<file path="config.mk">
export PLATFORM = sky130hd
export DESIGN_NAME = nv_nvdla_rbk_cvif_rd_rsp_rx_flat
export DESIGN_NICKNAME = d
export VERILOG_FILES = /design/src/rtl/nv_nvdla_rbk_cvif_rd_rsp_rx_if.sv /design/src/rtl/nv_nvdla_rbk_cvif_rd_rsp_rx.sv /design/src/flat_wrapper.sv
export SDC_FILE = /design/constraint.sdc
export NUM_CORES = 1
export LEC_CHECK = 0
export BUFFER_PORTS_ARGS = -buffer_cell sky130_fd_sc_hd__buf_2
export CAP_MARGIN = 20
export CORE_UTILIZATION = 40
export DETAILED_ROUTE_END_ITERATION = 12
export PLACE_DENSITY = 0.63
export SYNTH_ARGS = -nofsm -noshare
export SYNTH_HDL_FRONTEND = slang
export SYNTH_SLANG_ARGS = --single-unit
</file>
<file path="constraint.sdc">
create_clock -name nvdla_core_clk -period 26.7 [get_ports nvdla_core_clk]
set_input_delay 5.34 -clock nvdla_core_clk [delete_from_list [all_inputs] [get_ports nvdla_core_clk]]
set_output_delay 5.34 -clock nvdla_core_clk [all_outputs]
set_load 0.01 [all_outputs]
</file>
<file path="src/rtl/nv_nvdla_rbk_cvif_rd_rsp_rx_if.sv">
// CVIF read-response ingress and RBK atom egress bundle.
// master drives responses and atom accept; slave is the receiver.
interface nv_nvdla_rbk_cvif_rd_rsp_rx_if #(
    parameter int IDW = 514,
    parameter int ODW = 256
) ();
    logic           cvif2rbk_rd_rsp_valid;
    logic           cvif2rbk_rd_rsp_ready;
    logic [IDW-1:0] cvif2rbk_rd_rsp_pd;
    logic           rbk_rsp_vld;
    logic           rbk_rsp_rdy;
    logic [ODW-1:0] rbk_rsp_data;
    logic           rbk_rsp_last;
    logic           rbk_rsp_mask_err;

    modport master (
        output cvif2rbk_rd_rsp_valid,
        input  cvif2rbk_rd_rsp_ready,
        output cvif2rbk_rd_rsp_pd,
        input  rbk_rsp_vld,
        output rbk_rsp_rdy,
        input  rbk_rsp_data,
        input  rbk_rsp_last,
        input  rbk_rsp_mask_err
    );

    modport slave (
        input  cvif2rbk_rd_rsp_valid,
        output cvif2rbk_rd_rsp_ready,
        input  cvif2rbk_rd_rsp_pd,
        output rbk_rsp_vld,
        input  rbk_rsp_rdy,
        output rbk_rsp_data,
        output rbk_rsp_last,
        output rbk_rsp_mask_err
    );
endinterface

</file>
<file path="src/rtl/nv_nvdla_rbk_cvif_rd_rsp_rx.sv">
// CVIF read-response receiver: FIFO plus mask-driven unpack
// of 512-bit responses into 256-bit atoms for RBK.
module nv_nvdla_rbk_cvif_rd_rsp_rx #(
    parameter int IDW   = 514,
    parameter int ODW   = 256,
    parameter int DEPTH = 4
) (
    input logic nvdla_core_clk,
    input logic nvdla_core_rstn,
    nv_nvdla_rbk_cvif_rd_rsp_rx_if.slave bus
);
    localparam int AW = $clog2(DEPTH);
    localparam int CW = AW + 1;

    logic [IDW-1:0] mem [DEPTH];
    logic [AW-1:0]  wr_ptr;
    logic [AW-1:0]  rd_ptr;
    logic [CW-1:0]  count;
    logic           hi_pend;
    logic           err_q;

    logic [IDW-1:0] head;
    logic [1:0]     m;
    logic           empty;
    logic           ready;
    logic           push;
    logic           vld;
    logic           acc;
    logic           pop;

    assign head  = mem[rd_ptr];
    assign m     = head[IDW-1 -: 2];
    assign empty = (count == '0);
    assign ready = (count < CW'(DEPTH));
    assign push  = bus.cvif2rbk_rd_rsp_valid && ready;
    assign vld   = !empty && (m != 2'b00);
    assign acc   = vld && bus.rbk_rsp_rdy;

    // an empty mask is retired without ever presenting an atom
    assign pop = !empty &&
                 ((m == 2'b00) ||
                  (acc && ((m != 2'b11) || hi_pend)));

    assign bus.cvif2rbk_rd_rsp_ready = ready;
    assign bus.rbk_rsp_vld           = vld;
    assign bus.rbk_rsp_last          = vld && (hi_pend || (m != 2'b11));
    assign bus.rbk_rsp_mask_err      = err_q;
    assign bus.rbk_rsp_data          = (hi_pend || (m == 2'b10))
                                     ? head[2*ODW-1 -: ODW]
                                     : head[ODW-1:0];

    always_ff @(posedge nvdla_core_clk) begin
        if (push) begin
            mem[wr_ptr] <= bus.cvif2rbk_rd_rsp_pd;
        end
    end

    always_ff @(posedge nvdla_core_clk or negedge nvdla_core_rstn) begin
        if (!nvdla_core_rstn) begin
            wr_ptr  <= '0;
            rd_ptr  <= '0;
            count   <= '0;
            hi_pend <= 1'b0;
            err_q   <= 1'b0;
        end else begin
            if (push) begin
                wr_ptr <= wr_ptr + AW'(1);
            end
            if (pop) begin
                rd_ptr <= rd_ptr + AW'(1);
            end
            unique case ({push, pop})
                2'b10:   count <= count + CW'(1);
                2'b01:   count <= count - CW'(1);
                default: count <= count;
            endcase
            if (pop) begin
                hi_pend <= 1'b0;
            end else if (acc && (m == 2'b11)) begin
                hi_pend <= 1'b1;
            end
            err_q <= !empty && (m == 2'b00);
        end
    end
endmodule

</file>
<file path="src/flat_wrapper.sv">
// flat-port wrapper written by rule: the top's interface ports become plain ports
module nv_nvdla_rbk_cvif_rd_rsp_rx_flat 
#(
    parameter int IDW   = 514,
    parameter int ODW   = 256,
    parameter int DEPTH = 4
)
  (nvdla_core_clk, nvdla_core_rstn, bus_cvif2rbk_rd_rsp_valid, bus_cvif2rbk_rd_rsp_ready, bus_cvif2rbk_rd_rsp_pd, bus_rbk_rsp_vld, bus_rbk_rsp_rdy, bus_rbk_rsp_data, bus_rbk_rsp_last, bus_rbk_rsp_mask_err);
  nv_nvdla_rbk_cvif_rd_rsp_rx_if #(.IDW(IDW), .ODW(ODW)) bus_i ();
  input logic nvdla_core_clk;
  input logic nvdla_core_rstn;
  input wire logic [$bits(bus_i.cvif2rbk_rd_rsp_valid)-1:0] bus_cvif2rbk_rd_rsp_valid;
  output wire logic [$bits(bus_i.cvif2rbk_rd_rsp_ready)-1:0] bus_cvif2rbk_rd_rsp_ready;
  input wire logic [$bits(bus_i.cvif2rbk_rd_rsp_pd)-1:0] bus_cvif2rbk_rd_rsp_pd;
  output wire logic [$bits(bus_i.rbk_rsp_vld)-1:0] bus_rbk_rsp_vld;
  input wire logic [$bits(bus_i.rbk_rsp_rdy)-1:0] bus_rbk_rsp_rdy;
  output wire logic [$bits(bus_i.rbk_rsp_data)-1:0] bus_rbk_rsp_data;
  output wire logic [$bits(bus_i.rbk_rsp_last)-1:0] bus_rbk_rsp_last;
  output wire logic [$bits(bus_i.rbk_rsp_mask_err)-1:0] bus_rbk_rsp_mask_err;
  assign bus_i.cvif2rbk_rd_rsp_valid = bus_cvif2rbk_rd_rsp_valid;
  assign bus_cvif2rbk_rd_rsp_ready = bus_i.cvif2rbk_rd_rsp_ready;
  assign bus_i.cvif2rbk_rd_rsp_pd = bus_cvif2rbk_rd_rsp_pd;
  assign bus_rbk_rsp_vld = bus_i.rbk_rsp_vld;
  assign bus_i.rbk_rsp_rdy = bus_rbk_rsp_rdy;
  assign bus_rbk_rsp_data = bus_i.rbk_rsp_data;
  assign bus_rbk_rsp_last = bus_i.rbk_rsp_last;
  assign bus_rbk_rsp_mask_err = bus_i.rbk_rsp_mask_err;
  nv_nvdla_rbk_cvif_rd_rsp_rx #(.IDW(IDW), .ODW(ODW), .DEPTH(DEPTH)) u_core (.nvdla_core_clk(nvdla_core_clk), .nvdla_core_rstn(nvdla_core_rstn), .bus(bus_i));
endmodule
</file>
==> run_results.csv <==
group,metric,value,unit
route,first_pass_iters,6,
setup_path,path_cells,"buf_4, mux4_2, nor2b_4, nor2_8, buf_12, buf_4, buf_4, a211oi_1, a311oi_1, buf_2",
grt,grt_pass1_vias,48130,
yosys,seq_area_frac_synth,0.7651,
setup_path,worstPathRequired,21.36,ns
run,maxCapViolCount,0,
yosys,synth_seq_cells,2065,
sta,finalSetupTns,0,ns
yosys,yosys.area.top_type_share,0.7623,
power,peakVddDrop,0.1066,mV
clock_tree,ctsResizeCount,0,
clock_tree,ctsHoldBuffers,0,
setup_path,cp_max_fo,145,
placed_design,place_ws,15.25,ns
route,drt_iter0_drc,4148,
yosys,synth.avg_cell_area,15.96,um^2
status,status,"complete, no violations",
route,ant_nets,0,
yosys,syn_area,0.08099,mm^2
yosys,synth_cell_types,32,
yosys,syn-num-nets,5598,
clock_tree,clock_sinks,2065,
placed_design,routabilityCongestion,0.7954,
grt,grt_remaining_overflow,0,
die,coreArea,0.2005,mm^2
die,die_area,0.2043,mm^2
setup_path,start_kind,"register",
setup_path,arrival,6.96,ns
sta,fmax,81.28,MHz
final_layout,nets,6263,
yosys,yosys_warnings,0,
die,fp.dieW,452.0,um
route,post_drt_wl_per_cell,25.63,um
final_layout,final_core_util,0.4692,
sta,hold_viol_final,0,
clock_tree,clk_path_buf_depth,3,
power,power_density,120.6,mW/mm^2
final_layout,syn2layout_area_growth,16.14,%
route,vias,48230,
placed_design,place_area,0.08732,mm^2
route,post_drt_via_cell_ratio,5.577,
setup_path,timing_worst_setup_path_type,"register to output pin",
clock_tree,cts_made_buffers,208,
placed_design,dp_hpwl,122500,um
die,rows,164,
power,power.leakage,32.05,nW
sta,rsz0062_at_grt,"no",
setup_path,end_kind,"output pin",
yosys,synth_cells,5074,
setup_path,critPathSlowestCell,"dfrtp_4",
die,die_h,452.0,um
sta,period_share,0.4608,
clock_tree,clock_latency,0.83,ns
setup_path,cp_common_cell,"buf_4",
clock_tree,root_buffer,"clkbuf_16",
clock_tree,htree_levels,4,
grt,grt_use_total,0.2106,
final_layout,drive_gt1_frac,0.1958,
setup_path,cp_slowest_stage_delay,0.96,ns
die,initial_core_util,0.4040,
grt,grt_pass1_wl,320400,um
clock_tree,path_clk_slew,0.06,ns
grt,grt_max_degree,174,
min_path,hp-class,"register to register",
grt,antenna_found_initial,142,
clock_tree,post-cts-setup-buffer-count,0,
sta,setup_viol,0,
sta,fin_skew,0.03857,ns
sta,worst_slew_pin_slew,1.462,ns
sta,slew_headroom,0.02516,
yosys,synth_area_leaders,"edfxtp_1 (76%), mux2i_1 (6.3%), a311oi_1 (2.8%), nand2_1 (2.4%), a211oi_1 (2.4%)",
clock_tree,cts_tree,"yes",
power,total_power,0.01134,W
die,ios,778,
route,drc,0,
placed_design,port_buffers,777,
sta,fin_crit,12.30,ns
route,routed_wl,221600,um
final_layout,stdcell_area,0.09406,mm^2
yosys,synth.largest_area_cell,"edfxtp_1",
sta,timing.final.ws_setup,14.40,ns
sta,slew_violations,0,
cell usage after synthesis:
master	instances
nor3_1	3
xor2_1	2
mux4_2	2
o21ai_1	40
nand2b_1	2
ha_1	5
nand3_1	257
a21boi_1	4
o221a_2	1
a311oi_1	256
dfrtp_1	9
a21boi_0	252
clkbuf_1	279
mux2i_1	513
buf_4	9
buf_1	25
nand2_1	516
xnor2_1	4
inv_2	1
edfxtp_1	2056
fa_1	1
a211oi_1	256
nor2_8	1
and2_1	5
buf_2	83
buf_6	4
o21ai_0	218
nor2b_1	2
a21oi_1	256
nor2_1	4
inv_1	7
a32o_1	1
where the power goes:
group	leakage, nW	internal, W	total, W	switching, W
sequential	18.8	0.00406	0.00418	0.000117
combinational	10.1	0.00129	0.00437	0.00307
clock	3.20	0.00157	0.00280	0.00123
layout by cell type (no fill, tap or decap), types with 46 or more instances in the layout:
master	count
diode_2	78
buf_4	68
a21boi_0	252
nand3_1	257
clkinv_1	55
clkbuf_16	212
o21ai_0	218
a21oi_1	256
edfxtp_1	2056
clkbuf_1	46
buf_2	777
mux2i_1	513
nand2_1	515
a211oi_1	256
a311oi_1	254
critical path, delay by kind of cell, from the launching register on:
family                 cells  cell delay (ns)
buffers and inverters      5             2.97
flip-flops                 1             0.96
multiplexers               1             0.66
AND/OR/NAND/NOR            2             0.63
AO/OA/AOI/OAI              2             0.57
metal layers:
metal	vias to the layer above	global-route usage	wire length, um
met1	24460	0.2631	88050
li1	21490	-	-
met4	96	0.1051	8984
met3	490	0.05510	16270
met2	1690	0.3392	107700
met5	-	0	598
per-stage QoR:
stage	hold WS, ns	instances
detailed placement	0.4937	8185
global placement	0.4899	8185
global route	0.5480	8631
finish	0.5054	8648
CTS	0.5046	8570
floorplan	0.4688	5074
flip-flops by register name (all words and copies together), names as in the netlist:
| name | count |
|---|---|
| u_core.bus.rbk_rsp_mask_err | 1 |
| u_core.count | 3 |
| u_core.hi_pend | 1 |
| u_core.mem | 2056 |
| u_core.rd_ptr | 2 |
| u_core.wr_ptr | 2 |
path summary, 6_finish.rpt:
| path | cells past startpoint | slack, ns | to | start |
|---|---|---|---|---|
| min | 1 | 0.51 | u_core.count[0] | u_core.count[0] |
| min in group asynchronous | 1 | 4.36 | u_core.rd_ptr[1] | nvdla_core_rstn |
| min reg2reg | 1 | 0.51 | u_core.count[0] | u_core.count[0] |
| max in group asynchronous | 1 | 22.13 | u_core.rd_ptr[0] | nvdla_core_rstn |
| max | 10 | 14.40 | bus_rbk_rsp_data[125] | u_core.rd_ptr[0] |
| max reg2reg | 6 | 20.90 | u_core.mem[1][114] | u_core.count[2] |
layout make-up:
class / instances / area, um^2
Timing Repair Buffer: 855 / 4599
Sequential cell: 2065 / 61980
Tap cell: 2656 / 3323
Fill cell: 17140 / 106400
Antenna cell: 78 / 195.2
Clock buffer: 259 / 5492
Multi-Input combinational cell: 2601 / 17380
Clock inverter: 126 / 1059
Inverter: 8 / 37.54
cell families after synthesis:
family	count (synthesis)	synth area share
flip-flops	2065	0.7651
AND/OR/NAND/NOR	790	0.04111
buffers and inverters	408	0.02098
XOR/XNOR	6	0.0006489
multiplexers	515	0.06396
AO/OA/AOI/OAI	1284	0.1072
adder cells (fa/ha/maj)	6	0.001020
Power figures use the tool's default switching activity.
